$ cat src/rtl/ofdm_pkg.sv
// rtl/ofdm_pkg.sv - shared types and default sizes for the OFDM symbol scheduler
package ofdm_pkg;

  localparam int FFT_LEN_DEF    = 256;
  localparam int MAX_CP_LEN_DEF = 20;
  localparam int SYM_CNT_W_DEF  = 16;

  typedef enum logic [1:0] {
    IDLE,
    SKIP_CP,
    PAYLOAD
  } state_t;

  typedef struct packed {
    logic                     pbch;
    logic                     sss;
    logic [SYM_CNT_W_DEF-1:0] num;
  } sym_tag_t;

endpackage

$ cat src/rtl/axis_out_reg.sv
// rtl/axis_out_reg.sv - single-entry AXI-S output register with sticky overflow flag
module axis_out_reg #(
  parameter int DW = 32
) (
  input  logic          clk_i,
  input  logic          reset_i,
  input  logic          load_i,
  input  logic [DW-1:0] load_data_i,
  input  logic          load_last_i,
  output logic          accept_o,
  output logic [DW-1:0] tdata,
  output logic          tvalid,
  output logic          tlast,
  input  logic          tready,
  output logic          overflow_o
);

  logic stalled;

  // A beat leaving this cycle frees the slot, so a load on the same edge is still taken.
  assign stalled  = tvalid && !tready;
  assign accept_o = load_i && !stalled;

  always_ff @(posedge clk_i or posedge reset_i) begin
    if (reset_i) begin
      tdata      <= '0;
      tvalid     <= 1'b0;
      tlast      <= 1'b0;
      overflow_o <= 1'b0;
    end else begin
      if (accept_o) begin
        tdata  <= load_data_i;
        tlast  <= load_last_i;
        tvalid <= 1'b1;
      end else if (tready) begin
        tvalid <= 1'b0;
        tlast  <= 1'b0;
      end
      if (load_i && stalled) begin
        overflow_o <= 1'b1;
      end
    end
  end

endmodule

$ cat src/rtl/ofdm_symbol_sched.sv
// rtl/ofdm_symbol_sched.sv - drops the cyclic prefix and frames FFT_LEN payload beats per symbol
module ofdm_symbol_sched
  import ofdm_pkg::*;
#(
  parameter int IN_DW      = 32,
  parameter int FFT_LEN    = FFT_LEN_DEF,
  parameter int MAX_CP_LEN = MAX_CP_LEN_DEF,
  parameter int SYM_CNT_W  = SYM_CNT_W_DEF
) (
  input  logic                            clk_i,
  input  logic                            reset_i,
  input  logic [IN_DW-1:0]                s_axis_in_tdata,
  input  logic                            s_axis_in_tvalid,
  input  logic                            symbol_start_i,
  input  logic [$clog2(MAX_CP_LEN+1)-1:0] CP_len_i,
  input  logic                            PBCH_start_i,
  input  logic                            SSS_start_i,
  output logic [IN_DW-1:0]                m_axis_fft_tdata,
  output logic                            m_axis_fft_tvalid,
  output logic                            m_axis_fft_tlast,
  input  logic                            m_axis_fft_tready,
  output logic [SYM_CNT_W+1:0]            sym_tag_o,
  output logic                            sym_tag_valid_o,
  output logic                            abort_o,
  output logic                            overflow_o
);

  localparam int CPW = $clog2(MAX_CP_LEN + 1);
  localparam int PW  = $clog2(FFT_LEN);

  state_t               state;
  logic [CPW-1:0]       cp_cnt;
  logic [CPW-1:0]       cp_len_q;
  logic [PW-1:0]        pay_cnt;
  logic [PW-1:0]        pay_idx;
  logic [SYM_CNT_W-1:0] sym_num;
  logic [SYM_CNT_W-1:0] num_eff;
  logic                 pbch_q;
  logic                 sss_q;
  logic                 pbch_eff;
  logic                 sss_eff;
  logic                 start_now;
  logic                 aborting;
  logic                 load;
  logic                 beat_last;
  logic                 accept;
  logic                 first_beat;

  // A symbol_start with CP length 0 is itself payload beat 0, so the "effective"
  // values merge the incoming start fields with the latched ones.
  always_comb begin
    start_now = s_axis_in_tvalid && symbol_start_i;
    aborting  = start_now && (state != IDLE);
    load      = 1'b0;
    if (start_now) begin
      load = (CP_len_i == '0);
    end else if (s_axis_in_tvalid && (state == PAYLOAD)) begin
      load = 1'b1;
    end
    pay_idx    = start_now ? '0 : pay_cnt;
    beat_last  = (pay_idx == PW'(FFT_LEN - 1));
    num_eff    = sym_num + SYM_CNT_W'(aborting);
    pbch_eff   = start_now ? PBCH_start_i : pbch_q;
    sss_eff    = start_now ? SSS_start_i : sss_q;
    first_beat = accept && (pay_idx == '0);
  end

  always_ff @(posedge clk_i or posedge reset_i) begin
    if (reset_i) begin
      state           <= IDLE;
      cp_cnt          <= '0;
      cp_len_q        <= '0;
      pay_cnt         <= '0;
      sym_num         <= '0;
      pbch_q          <= 1'b0;
      sss_q           <= 1'b0;
      sym_tag_o       <= '0;
      sym_tag_valid_o <= 1'b0;
      abort_o         <= 1'b0;
    end else begin
      abort_o         <= aborting;
      sym_tag_valid_o <= first_beat;
      if (first_beat) begin
        sym_tag_o <= {pbch_eff, sss_eff, num_eff};
      end
      if (start_now) begin
        cp_len_q <= CP_len_i;
        pbch_q   <= PBCH_start_i;
        sss_q    <= SSS_start_i;
        cp_cnt   <= CPW'(1);
        if (aborting) begin
          sym_num <= sym_num + SYM_CNT_W'(1);
        end
        if (CP_len_i == '0) begin
          state   <= PAYLOAD;
          pay_cnt <= PW'(1);
        end else if (CP_len_i == CPW'(1)) begin
          state   <= PAYLOAD;
          pay_cnt <= '0;
        end else begin
          state   <= SKIP_CP;
          pay_cnt <= '0;
        end
      end else if (s_axis_in_tvalid) begin
        case (state)
          SKIP_CP: begin
            cp_cnt <= cp_cnt + CPW'(1);
            if (cp_cnt == cp_len_q - CPW'(1)) begin
              state <= PAYLOAD;
            end
          end
          PAYLOAD: begin
            pay_cnt <= pay_cnt + PW'(1);
            if (beat_last) begin
              state   <= IDLE;
              pay_cnt <= '0;
              sym_num <= sym_num + SYM_CNT_W'(1);
            end
          end
          default: ;
        endcase
      end
    end
  end

  // Dropped samples still advance pay_cnt above, keeping tlast on the symbol boundary.
  axis_out_reg #(
    .DW(IN_DW)
  ) u_out (
    .clk_i       (clk_i),
    .reset_i     (reset_i),
    .load_i      (load),
    .load_data_i (s_axis_in_tdata),
    .load_last_i (beat_last),
    .accept_o    (accept),
    .tdata       (m_axis_fft_tdata),
    .tvalid      (m_axis_fft_tvalid),
    .tlast       (m_axis_fft_tlast),
    .tready      (m_axis_fft_tready),
    .overflow_o  (overflow_o)
  );

  cp_len_in_range: assert property (@(posedge clk_i) disable iff (reset_i)
    (s_axis_in_tvalid && symbol_start_i) |-> (CP_len_i <= CPW'(MAX_CP_LEN)));

endmodule

$ cat config.mk
export PLATFORM = sky130hd
export DESIGN_NAME = ofdm_symbol_sched
export DESIGN_NICKNAME = d
export VERILOG_FILES = /design/src/rtl/ofdm_pkg.sv /design/src/rtl/axis_out_reg.sv /design/src/rtl/ofdm_symbol_sched.sv
export SDC_FILE = /design/constraint.sdc
export NUM_CORES = 1
export LEC_CHECK = 0
export CORE_MARGIN = 2
export CORE_UTILIZATION = 40
export CTS_CLUSTER_DIAMETER = 80
export DETAILED_ROUTE_END_ITERATION = 10
export PLACE_DENSITY = 0.66
export REMOVE_ABC_BUFFERS = 1
export SLEW_MARGIN = 15
export SYNTH_ARGS = -nofsm -noshare
export SYNTH_HDL_FRONTEND = slang
export SYNTH_SLANG_ARGS = --single-unit
$ cat constraint.sdc
create_clock -name clk_i -period 4.1 [get_ports clk_i]
set_input_delay 0.615 -clock clk_i [delete_from_list [all_inputs] [get_ports clk_i]]
set_output_delay 0.615 -clock clk_i [all_outputs]
set_load 0.01 [all_outputs]
[After elaboration in Yosys (flattened, before gate mapping)]
Index checks and enable logic that the tools add are counted.
Word-level totals
  bits in registers: 93
  bits of input ports: 44
  output and inout port bits: 55
  logic and storage cells: 77
Operators by class
  $add $sub $neg: 5
  equal/unequal tests: 8
  mux-type cells: 28
  reduce and logical (&&, ||, !) cells: 22
Operators by type and width (number)
  two-way mux 16 bit: 5
  two-way mux 8 bit: 5
  adder 16 x 1 -> 16 bit: 1
  adder 16 x 1 -> 16 bit, second input constant: 1
  two-way mux 5 bit: 3
  two-way mux 2 bit: 6
  nonzero test 2 bit: 6
  adder 8 x 1 -> 8 bit, second input constant: 1
  equality test 8 bit, second input constant: 1
  zero test 8 bit: 1
  two-way mux 1 bit: 8
  AND reduction 4 bit: 2
  logical AND 1 bit: 7
  adder 5 x 1 -> 5 bit, second input constant: 1
  equality test 5 x 1 -> 1 bit, second input constant: 1
  equality test 5 bit: 1
  zero test 5 bit: 1
  subtractor 5 x 1 -> 5 bit, second input constant: 1
  case mux 2 bit (2 select lines): 1
  AND reduction 2 bit: 2
  != test 3 x 2 -> 1 bit, second input constant: 1
  != test 3 bit, second input constant: 1
  nonzero test 3 bit: 1
  equality test 2 x 1 -> 1 bit, second input constant: 1
  3 further kinds: 4

[Logic depth before layout (Yosys ltp)]
  word-level depth: 7
  mapped depth: 10
  gate-level depth less buffers: 8

[Cells and area by module]
Synthesis repeated with hierarchy kept, for this count alone.
Second synthesis, totals
  cell total of the unflattened synthesis: 378
  area total of the unflattened synthesis: 4372.9 um^2
Modules (own cells, without submodules)
  ofdm_symbol_sched: times used 1, cells an instance 299, area an instance 2905.3 um^2, sequential area each 1451.4 um^2
  axis_out_reg: times used 1, cells an instance 79, area an instance 1467.7 um^2, sequential area each 875.8 um^2

[Least setup slack after synthesis]
Ideal clock, no wire load.
  path kind: input port to flip-flop
  from: input port CP_len_i[4]
  to: register u_out.tdata[10]
  setup time: 0.125 ns
  data arrival time: 2.325 ns
  required time: 3.975 ns
  setup slack: 1.650 ns
  stages: 7
  path buffers: 3
  path through: or4_4 > or3_1 > buf_2 > a21o_1 > buf_6 > buf_12 > mux2_4
Between the ends
  word-level cells in the longest chain between the ends: 3
Ends and longest elaborated chain
  start: declaration: RTL line ofdm_symbol_sched.sv:15  | input logic [$clog2(MAX_CP_LEN+1)-1:0] CP_len_i,
  zero test 5 bit: RTL line ofdm_symbol_sched.sv:56  | load = (CP_len_i == '0);
  two-way mux 1 bit: RTL line ofdm_symbol_sched.sv:55  | if (start_now) begin
  logical AND 1 bit: RTL line axis_out_reg.sv:22  | assign accept_o = load_i && !stalled;
  end signal: assignment: RTL line axis_out_reg.sv:32  | tdata <= load_data_i;
  end: declaration: RTL line axis_out_reg.sv:11  | output logic [DW-1:0] tdata,
Every way passes these cells.
A chain may end at the register's enable or synchronous reset.

[Worst setup path in the final report]
  from: input port s_axis_in_tvalid
  to: register u_out.tdata[24]
Between the ends
  word-level cells in the longest chain between the ends: 4
  elaborated cells between the ends (all ways): 5
  classes of those cells: 2 x mux; 3 x reduce/logical
Ends and longest elaborated chain
  start: declaration: RTL line ofdm_symbol_sched.sv:13  | input logic s_axis_in_tvalid,
  logical AND 1 bit: RTL line ofdm_symbol_sched.sv:57  | end else if (s_axis_in_tvalid && (state == PAYLOAD)) begin
  two-way mux 1 bit: RTL line ofdm_symbol_sched.sv:57
  two-way mux 1 bit (*): RTL line ofdm_symbol_sched.sv:55
  logical AND 1 bit (*): RTL line axis_out_reg.sv:22
Every way passes the cells marked *; elsewhere a longest branch is shown, timed or not.

==> implementation parameters <==
Parameter                              Value

Yosys
  Cell type with the highest aggregate area in the netlist    dfrtp_1
  Part of the Yosys area used for sequential elements    54.16%
  Warning count from the yosys run    0
  Most used standard cell by instance count after synthesis    dfrtp_1
  Syn Inst Count    365
  Most used flip-flop cell after synthesis    dfrtp_1
  Area share of the largest cell type after synthesis    54.16%
  Most numerous cell types in the synthesized netlist    dfrtp_1 (93), nand2_1 (34), nor2_1 (34)
  Asr flop ratio synth    100.0%
  Summed instance area of the synthesized netlist    0.004297 mm2
  Avg Synthesized Cell Area    11.77 um2
  Register bit total from synthesis    93
  Count of flip-flops with a built-in enable after synthesis    0
  Biggest area contributors in the synthesized netlist    dfrtp_1 (54%), mux2_4 (9.8%), xnor2_1 (4.7%)
  Library cells used by synthesis    45

Die
  Die ar.    0.01159 mm2
  # rows    37
  Effective utilization at floorplan    41.43%
  I/O pins    99
  Floorplan Core Area    0.01037 mm2
  Horizontal extent of the die    107.6 um
  DIE HEIGHT    107.6 um

Worst setup path
  Reg2reg start    state[1]
  Largest fanout on the critical path    34
  Crit path buf inv count    1
  Startpoint class of the critical path    input port
  Dominant delay contributor by cell family on the critical path    simple AND/OR/NAND/NOR gates
  Crit path cell chain    clkdlybuf4s50_1, nand2_1, or3_1, a21o_2, mux2_4
  Crit end category    flip-flop
  Critical path start-end classification    input port to flip-flop
  Worst path max stage delay    0.61 ns
  Max stage delay cell, worst path    clkdlybuf4s50_1
  Worst R2R Setup Slack    1.92 ns
  Required time reported for the critical path endpoint    4.33 ns
  Capture instance of the worst register-to-register path    u_out.tdata[24]
  Reg2reg path depth    4
  Data arrival time at the worst-slack endpoint    3.09 ns

Placement
  Placed wire-length estimate    6523 um
  Weighted congestion reported at the end of routability-driven placement    0.8166
  Dpl cells    588
  IO buf count    98

Clock network
  Number of buffers created by CTS    9
  Clock input transition at the sequential cells of the worst setup and hold paths    0.09 ns
  Clock tree from TritonCTS    built
  CTS Root Buffer Type    clkbuf_8
  Post CTS Setup Buffer Count    0
  Max clock buf depth    2
  Worst-skew pair later-pin latency    0.35 ns
  Total number of H-tree levels    3
  Number of gates resized after CTS    0
  Sink count of the clock tree    93
  Post-CTS Hold Buffers    0

GRT
  GR met2 Demand/Resource    23.63%
  Highest-utilization routing layer at the global route stage    met1
  Via count of the first global-routing pass    2966
  First-pass GRT wire length    14990 um
  Met1 Resource Use GR    24.07%
  Pin count of the biggest net entering global routing    42
  Overall overflow remaining after global route    0
  GR Layer Usage met3    3.450%
  Total track usage    16.48%
  Initial antenna violation count    0

Worst hold path
  Endpoint, Worst Hold    u_out.overflow_o
  Hold path cells    1
  Path type of the worst min-delay path    flip-flop to flip-flop
  HP Start    u_out.overflow_o

Drt
  Number of antenna-violating nets in the routed design    0
  Routed via count    3003
  Number of remaining DRC errors    0
  DR pass1 iterations    4
  Detailed-route wire length    8997 um
  DR vias/cell    4.980
  Routed WL per cell    14.92 um
  Starting DRT DRC Count    183

Pwr
  Areal power density over the cells    534.2 mW/mm2
  Peak VDD IR    0.0002514 V
  Static Leak    2.458 nW

Finish
  Area growth from synthesis to final layout    30.02%
  Number of nets in the layout    513
  Antenna diode count    0
  Fraction of final layout cells sized beyond drive strength 1    14.13%
  Non-Filler Instances    603

Timing
  Final worst clock skew    0.01007 ns
  Peak Freq    350.2 MHz
  Slew @ Worst Pin    1.027 ns
  Setup Total Neg Slack    0 ns
  Relative slew slack    31.52%
  Setup violations, final    0
  Final worst path period need    2.855 ns
  Number of pins with negative max-slew slack in the final report    0
  Fin Hold WS    0.4805 ns
  Final period utilization    69.64%
  RSZ-0062 raised after global routing    false
  Fin. Hold Viols    0

Status
  Run status    finished clean

Job
  Max-capacitance violation count    0
-- logic make-up after synthesis --
family                     count (synthesis)  share of synthesized area [%]
AOI/OAI and AO/OA                         36                          5.038
xor gates and xnor gates                  45                          9.173
adders and majority gates                  6                          1.747
buffers and inverters                     21                          3.290
DFF                                       93                          54.16
muxes                                     36                          11.85
and+or+nand+nor                          128                          14.74
-- worst max path at each step --
| stage | cells past startpoint | startpoint | slack [ns] | endpoint |
|---|---|---|---|---|
| after CTS | 5 | s_axis_in_tvalid | 1.27 | u_out.tdata[31] |
| final | 5 | s_axis_in_tvalid | 1.24 | u_out.tdata[24] |
| after global routing | 5 | s_axis_in_tvalid | 1.10 | u_out.tdata[28] |
| after floorplan | 1 | reset_i | 1.06 | abort_o |
| after global placement | 5 | CP_len_i[4] | 0.94 | u_out.tdata[15] |
| after detailed placement | 5 | s_axis_in_tvalid | 0.90 | u_out.tdata[13] |
-- worst register-to-register path: stages, from the launching register on --
cell and delay (ns):
dfrtp_1 0.44, inv_1 0.08, or3_2 0.53, a21o_2 0.54, mux2_4 0.47
-- sequential cells by signal, indices dropped and copies added (netlist names) --
signal	count
pay_cnt	8
cp_cnt	5
u_out.overflow_o	1
u_out.tlast	1
pbch_q	1
cp_len_q	5
sym_tag_valid_o	1
sym_num	16
abort_o	1
sym_tag_o	18
sss_q	1
state	2
u_out.tvalid	1
u_out.tdata	32
-- per-stage QoR --
step | worst slack [ns] | total power, mW | utilization, % | cell area (um2)
floorplan | 1.065 | 1.795 | - | 4170
global placement | 0.9415 | 2.325 | 51.82 | 5374
detailed placement | 0.9015 | 2.353 | 51.82 | 5374
CTS | 1.272 | 3.027 | 53.87 | 5587
global route | 1.099 | 3.176 | 53.87 | 5587
finish | 1.245 | 2.985 | 53.87 | 5587
-- metal layers --
metal  vias to the layer above  wire length, um  share of wire (%)
met5                         -                0                  0
met4                         0              212                2.4
met3                        16              654                7.3
met2                       117             3795                 42
met1                      1425             4335                 48
li1                       1445                -                  -
-- where the power goes --
| part | internal (mW) | switching, mW |
|---|---|---|
| Clock | 0.340 | 0.322 |
| Sequential | 1.16 | 0.175 |
| Combinational | 0.629 | 0.360 |
| Total | 2.13 | 0.856 |
-- cells in the final DEF, fill, tap and decap left out, drive strengths merged, types with 7 or more instances in the layout --
cell type / Yosys / routed
a21oi: 18 / 18
clkbuf: 8 / 9
clkdlybuf4s50: 0 / 98
dfrtp: 93 / 93
mux2: 35 / 35
nand2: 34 / 34
nand3: 20 / 20
nand4: 9 / 9
nor2: 34 / 34
o21ai: 7 / 7
xnor2: 23 / 23
xor2: 22 / 22
-- cell type report --
class                   instances  area (um2)
inverters                       4       16.27
flip-flops and latches         93        2327
fillers                       917        4783
clock buffers                   9       123.9
well taps                     136       170.2
clock inverters                 6       88.84
repair buffers                104        1026
multi-input cells             251        1834
(Power assumes the default switching activity.)
